$ cat src/rtl/fifo_ctrl_if.sv
// Request/strobe bundle between a FIFO requester and fifo_ctrl.
// master drives requests, slave (fifo_ctrl) drives state, count, strobes and addresses.
interface fifo_ctrl_if #(
    parameter int AW = 3,
    parameter int CW = 4
);
    logic          wr_en;
    logic          rd_en;
    logic [2:0]    state;
    logic [CW-1:0] data_count;
    logic          we;
    logic          re;
    logic [AW-1:0] wr_addr;
    logic [AW-1:0] rd_addr;

    modport master (
        output wr_en, rd_en,
        input  state, data_count, we, re, wr_addr, rd_addr
    );

    modport slave (
        input  wr_en, rd_en,
        output state, data_count, we, re, wr_addr, rd_addr
    );
endinterface

$ cat src/rtl/fifo_ctrl.sv
// Sequencing controller for an 8-entry FIFO: arbitrates wr/rd against full/empty.
// Optional saturating error counter enabled by defining FIFO_CTRL_ERRCNT_EN.
//
// state       | meaning
// ------------+----------------------------------------------
// INIT   000  | reset or idle cycle (no request)
// WRITE  001  | last cycle wrote one entry
// READ   010  | last cycle read one entry
// WR_ERR 011  | last cycle requested a write while full
// RD_ERR 100  | last cycle requested a read while empty
module fifo_ctrl #(
    parameter int DEPTH = 8,
    parameter int AW    = 3,
    parameter int CW    = 4
) (
    input  logic         i_clk,
    input  logic         i_reset,
`ifdef FIFO_CTRL_ERRCNT_EN
    input  logic         i_err_clr,
    output logic [7:0]   o_err_cnt,
`endif
    fifo_ctrl_if.slave   bus
);

    typedef enum logic [2:0] {
        ST_INIT     = 3'b000,
        ST_WRITE    = 3'b001,
        ST_READ     = 3'b010,
        ST_WR_ERROR = 3'b011,
        ST_RD_ERROR = 3'b100
    } state_t;

    state_t        r_state;
    state_t        w_next;
    logic [CW-1:0] r_count;
    logic [AW-1:0] r_head;
    logic [AW-1:0] r_tail;
    logic          w_empty;
    logic          w_full;
    logic          w_we;
    logic          w_re;

    assign w_empty = (r_count == '0);
    assign w_full  = (r_count == CW'(DEPTH));

    always_ff @(posedge i_clk) begin
        if (i_reset) begin
            r_state <= ST_INIT;
            r_count <= '0;
            r_head  <= '0;
            r_tail  <= '0;
        end else begin
            r_state <= w_next;
            if (w_re) begin
                r_head  <= r_head + 1'b1;
                r_count <= r_count - 1'b1;
            end else if (w_we) begin
                r_tail  <= r_tail + 1'b1;
                r_count <= r_count + 1'b1;
            end
        end
    end

    // Read wins a simultaneous request unless empty; the losing side is dropped silently.
    always_comb begin
        w_next = ST_INIT;
        if (!bus.wr_en && !bus.rd_en) begin
            w_next = ST_INIT;
        end else if (bus.rd_en && !w_empty) begin
            w_next = ST_READ;
        end else if (bus.rd_en && !bus.wr_en) begin
            w_next = ST_RD_ERROR;
        end else if (!w_full) begin
            w_next = ST_WRITE;
        end else begin
            w_next = ST_WR_ERROR;
        end
    end

    always_comb begin
        w_we = 1'b0;
        w_re = 1'b0;
        if (!i_reset) begin
            w_we = (w_next == ST_WRITE);
            w_re = (w_next == ST_READ);
        end
    end

    assign bus.we         = w_we;
    assign bus.re         = w_re;
    assign bus.state      = r_state;
    assign bus.data_count = r_count;
    assign bus.wr_addr    = i_reset ? '0 : r_tail;
    assign bus.rd_addr    = i_reset ? '0 : r_head;

`ifdef FIFO_CTRL_ERRCNT_EN
    logic [7:0] r_err_cnt;
    logic       w_err;

    assign w_err = (w_next == ST_WR_ERROR) || (w_next == ST_RD_ERROR);

    always_ff @(posedge i_clk) begin
        if (i_reset) begin
            r_err_cnt <= '0;
        end else if (i_err_clr) begin
            r_err_cnt <= '0;
        end else if (w_err && (r_err_cnt != 8'hFF)) begin
            r_err_cnt <= r_err_cnt + 8'd1;
        end
    end

    assign o_err_cnt = r_err_cnt;
`endif

endmodule

$ cat src/flat_wrapper.sv
// flat-port wrapper written by rule: the top's interface ports become plain ports
module fifo_ctrl_flat 
#(
    parameter int DEPTH = 8,
    parameter int AW    = 3,
    parameter int CW    = 4
)
  (i_clk, i_reset, bus_wr_en, bus_rd_en, bus_state, bus_data_count, bus_we, bus_re, bus_wr_addr, bus_rd_addr);
  fifo_ctrl_if #(.AW(AW), .CW(CW)) bus_i ();
  input  logic i_clk;
  input  logic i_reset;
  input wire logic [$bits(bus_i.wr_en)-1:0] bus_wr_en;
  input wire logic [$bits(bus_i.rd_en)-1:0] bus_rd_en;
  output wire logic [$bits(bus_i.state)-1:0] bus_state;
  output wire logic [$bits(bus_i.data_count)-1:0] bus_data_count;
  output wire logic [$bits(bus_i.we)-1:0] bus_we;
  output wire logic [$bits(bus_i.re)-1:0] bus_re;
  output wire logic [$bits(bus_i.wr_addr)-1:0] bus_wr_addr;
  output wire logic [$bits(bus_i.rd_addr)-1:0] bus_rd_addr;
  assign bus_i.wr_en = bus_wr_en;
  assign bus_i.rd_en = bus_rd_en;
  assign bus_state = bus_i.state;
  assign bus_data_count = bus_i.data_count;
  assign bus_we = bus_i.we;
  assign bus_re = bus_i.re;
  assign bus_wr_addr = bus_i.wr_addr;
  assign bus_rd_addr = bus_i.rd_addr;
  fifo_ctrl #(.DEPTH(DEPTH), .AW(AW), .CW(CW)) u_core (.i_clk(i_clk), .i_reset(i_reset), .bus(bus_i));
endmodule
$ cat config.mk
export PLATFORM = sky130hd
export DESIGN_NAME = fifo_ctrl_flat
export DESIGN_NICKNAME = d
export VERILOG_FILES = /design/src/rtl/fifo_ctrl_if.sv /design/src/rtl/fifo_ctrl.sv /design/src/flat_wrapper.sv
export SDC_FILE = /design/constraint.sdc
export NUM_CORES = 1
export LEC_CHECK = 0
export CAP_MARGIN = 30
export CORE_UTILIZATION = 45
export DETAILED_ROUTE_END_ITERATION = 10
export PLACE_DENSITY_LB_ADDON = 0.25
export SYNTH_ARGS = -nofsm -noshare
export SYNTH_HDL_FRONTEND = slang
export SYNTH_SLANG_ARGS = --single-unit
$ cat constraint.sdc
create_clock -name i_clk -period 3.5 [get_ports i_clk]
set_input_delay 0.35 -clock i_clk [delete_from_list [all_inputs] [get_ports i_clk]]
set_output_delay 0.35 -clock i_clk [all_outputs]
set_load 0.01 [all_outputs]
==> impl_metrics.json <==
{
  "status": "finished clean",
  "syn_avg_cell_area_um2": 8.96,
  "endpoint_kind": "output pin",
  "syn-cell-area_um2": 708,
  "period_share_pct": 69.1,
  "yosys_warnings": 0,
  "hold_ws_ns": 0.484,
  "p_leak_nw": 0.378,
  "start_util_pct": 51.2,
  "cp.arrival_ns": 2.07,
  "crit_type": "primary input to output pin",
  "grt_max_degree": 22,
  "final.setup.worst_slack_ns": 1.08,
  "cts_hold_buf": 0,
  "ir_drop_mv": 0.481,
  "drc_errors": 0,
  "synth_cells": 79,
  "cp_num_buf_inv": 3,
  "finalSetupViolCount": 0,
  "h-tree-depth": 1,
  "cts_root_buffer": "clkbuf_4",
  "rsz0062_at_grt": "no",
  "finalCriticalPeriod_ns": 2.42,
  "seq_area_um2": 260,
  "maxCapViolations": 0,
  "ant_nets": 0,
  "die_w_um": 41.7,
  "setup_tns_ns": 0,
  "critPathMaxStageDelay_ns": 0.58,
  "via_count": 617,
  "worst_slew_pin_slew_ns": 0.421,
  "finalClockSkew_ns": 0.00454,
  "drive_above_1_share_pct": 6.06,
  "finalHoldViolations": 0,
  "syn_to_final_growth_pct": 30.2,
  "dpl.hpwl_um": 991,
  "netlist-cell-type-count": 27,
  "fp.dieH_um": 41.7,
  "routed_wl_mm": 1.33,
  "clk_pin_slew_worst_paths_ns": 0.08,
  "clk_latency_ns": 0.27,
  "cp_cell_sequence": "clkdlybuf4s50_1 -> o41a_1 -> nand2b_1 -> inv_1 -> clkdlybuf4s50_1",
  "synth-seq-area-share_pct": 36.7,
  "postLayoutCellArea_um2": 922,
  "io-pin-count": 19,
  "multi_input_area_um2": 418,
  "diodes": 0,
  "grt.overflow.total": 0,
  "cts_tree": "built",
  "max_slew_margin_pct": 71.9,
  "cts_buffer_depth": 2,
  "wire_per_inst_um": 11.6,
  "core_um2": 1380,
  "grt_pass1_wl_mm": 2.36,
  "hold_path.class": "flop to flop",
  "die_area_um2": 1740,
  "via_per_inst": 5.41,
  "numCtsBuffers": 3,
  "cp_common_cell": "clkdlybuf4s50_1",
  "track_usage_pct": 17.3,
  "cts_resized": 0,
  "path_max_fanout": 7,
  "place_area_um2": 896,
  "postCtsSetupBuffers": 0,
  "nFillCells": 119,
  "port_buffers": 18,
  "cp_top_family": "buffers and inverters",
  "power.density_nw_per_um2": 741,
  "cp_data_required_time_ns": 3.15,
  "slew_viol_final": 0,
  "final_nets": 109,
  "drtPass1Iterations": 4,
  "post-place-ws_ns": 0.944,
  "clock-sinks": 13,
  "crit_slowest_cell": "clkdlybuf4s50_1",
  "crit_path_start_kind": "primary input",
  "synth_seq_cells": 13,
  "fp-row-count": 13,
  "fmax_ghz": 0.413,
  "antenna_found_initial": 0,
  "grt_pass1_vias": 557,
  "first_iter_violations": 23,
  "syn-num-nets": 88,
  "gp_congestion": 0.739
}
cell families (layout without fill, tap and decap cells):
| logic type | after synthesis | count (layout) | share of synthesized area (%) |
|---|---|---|---|
| AO/OA/AOI/OAI | 10 | 10 | 9.36 |
| XOR/XNOR | 6 | 6 | 7.42 |
| adder cells (fa/ha/maj) | 5 | 5 | 9.89 |
| buffers and inverters | 6 | 26 | 4.24 |
| flip-flops | 13 | 13 | 36.7 |
| multiplexers | 4 | 4 | 5.65 |
| AND/OR/NAND/NOR | 35 | 35 | 26.7 |
cells in the mapped netlist (all sizes together):
master	count	area (um^2)
nor4	1	6.26
nand2b	3	18.8
nor3b	1	7.51
dfxtp	13	260
nor2	12	45.0
a21oi	5	25.0
clkbuf	2	7.51
xor2	3	26.3
o211ai	1	7.51
nand2	3	11.3
o41a	1	11.3
nand4	2	12.5
or4b	1	13.8
a21boi	1	7.51
ha	4	50.1
a211oi	1	7.51
o31ai	1	7.51
inv	3	11.3
nor3	2	10.0
xnor2	3	26.3
mux2i	4	40.0
buf	1	11.3
nor2b	6	37.5
fa	1	20.0
and3	1	6.26
nand3	3	20.0
final timing paths:
path | start | end | slack, ns | depth (start not counted)
max | bus_rd_en | bus_re | 1.08 | 5
min | u_core.r_head[1] | u_core.r_head[1] | 0.48 | 2
max reg2reg | u_core.bus.data_count[0] | u_core.bus.data_count[3] | 1.21 | 8
min reg2reg | u_core.r_head[1] | u_core.r_head[1] | 0.48 | 2
layer usage:
layer  vias to the layer above  track usage, %  share of wire [%]
li1                        315               -                  -
met1                       281            21.4                 46
met2                        19            29.1                 48
met3                         2            4.35                4.8
met4                         0            5.81                1.3
met5                         -               0                  0
sequential cells by signal, summed over array words and instances, names as in the netlist:
name / cells
u_core.r_head: 3
u_core.bus.state: 3
u_core.r_tail: 3
u_core.bus.data_count: 4
metrics by stage:
stage | utilization [%] | power [mW] | std cells
6_report | 66.7 | 0.684 | 114
5_1_grt | 66.7 | 0.744 | 114
4_1_cts | 66.7 | 0.691 | 114
3_5_place_dp | 64.8 | 0.597 | 110
3_3_place_gp | 64.8 | 0.584 | 110
2_1_floorplan | - | 0.477 | 79
report_power, final:
group	switching, mW	internal [mW]
Clock	0.0479	0.0441
Sequential	0.0618	0.193
Combinational	0.155	0.182
area by class of cell:
type	count	area share, %
inverter	3	1.22
tap	15	2.04
timing repair buffer	19	20.4
multi-input combinational	60	45.3
clock buffer	4	2.85
sequential	13	28.2
worst reg2reg max path: stages (launching register included):
cell	delay, ns
dfxtp_1	0.41
o41a_1	0.56
nand2b_1	0.16
inv_1	0.09
ha_1	0.34
a21oi_1	0.25
a21boi_0	0.13
mux2i_1	0.14
o211ai_1	0.09
cell usage in the layout (no fill, tap or decap), types with 4 or more instances in the layout:
cell / Yosys / routed
dfxtp_1: 13 / 13
ha_1: 4 / 4
nor2b_1: 6 / 6
clkdlybuf4s50_1: 0 / 18
nor2_1: 12 / 12
a21oi_1: 5 / 5
mux2i_1: 4 / 4
Note: power is estimated with default switching activity, not from simulation.
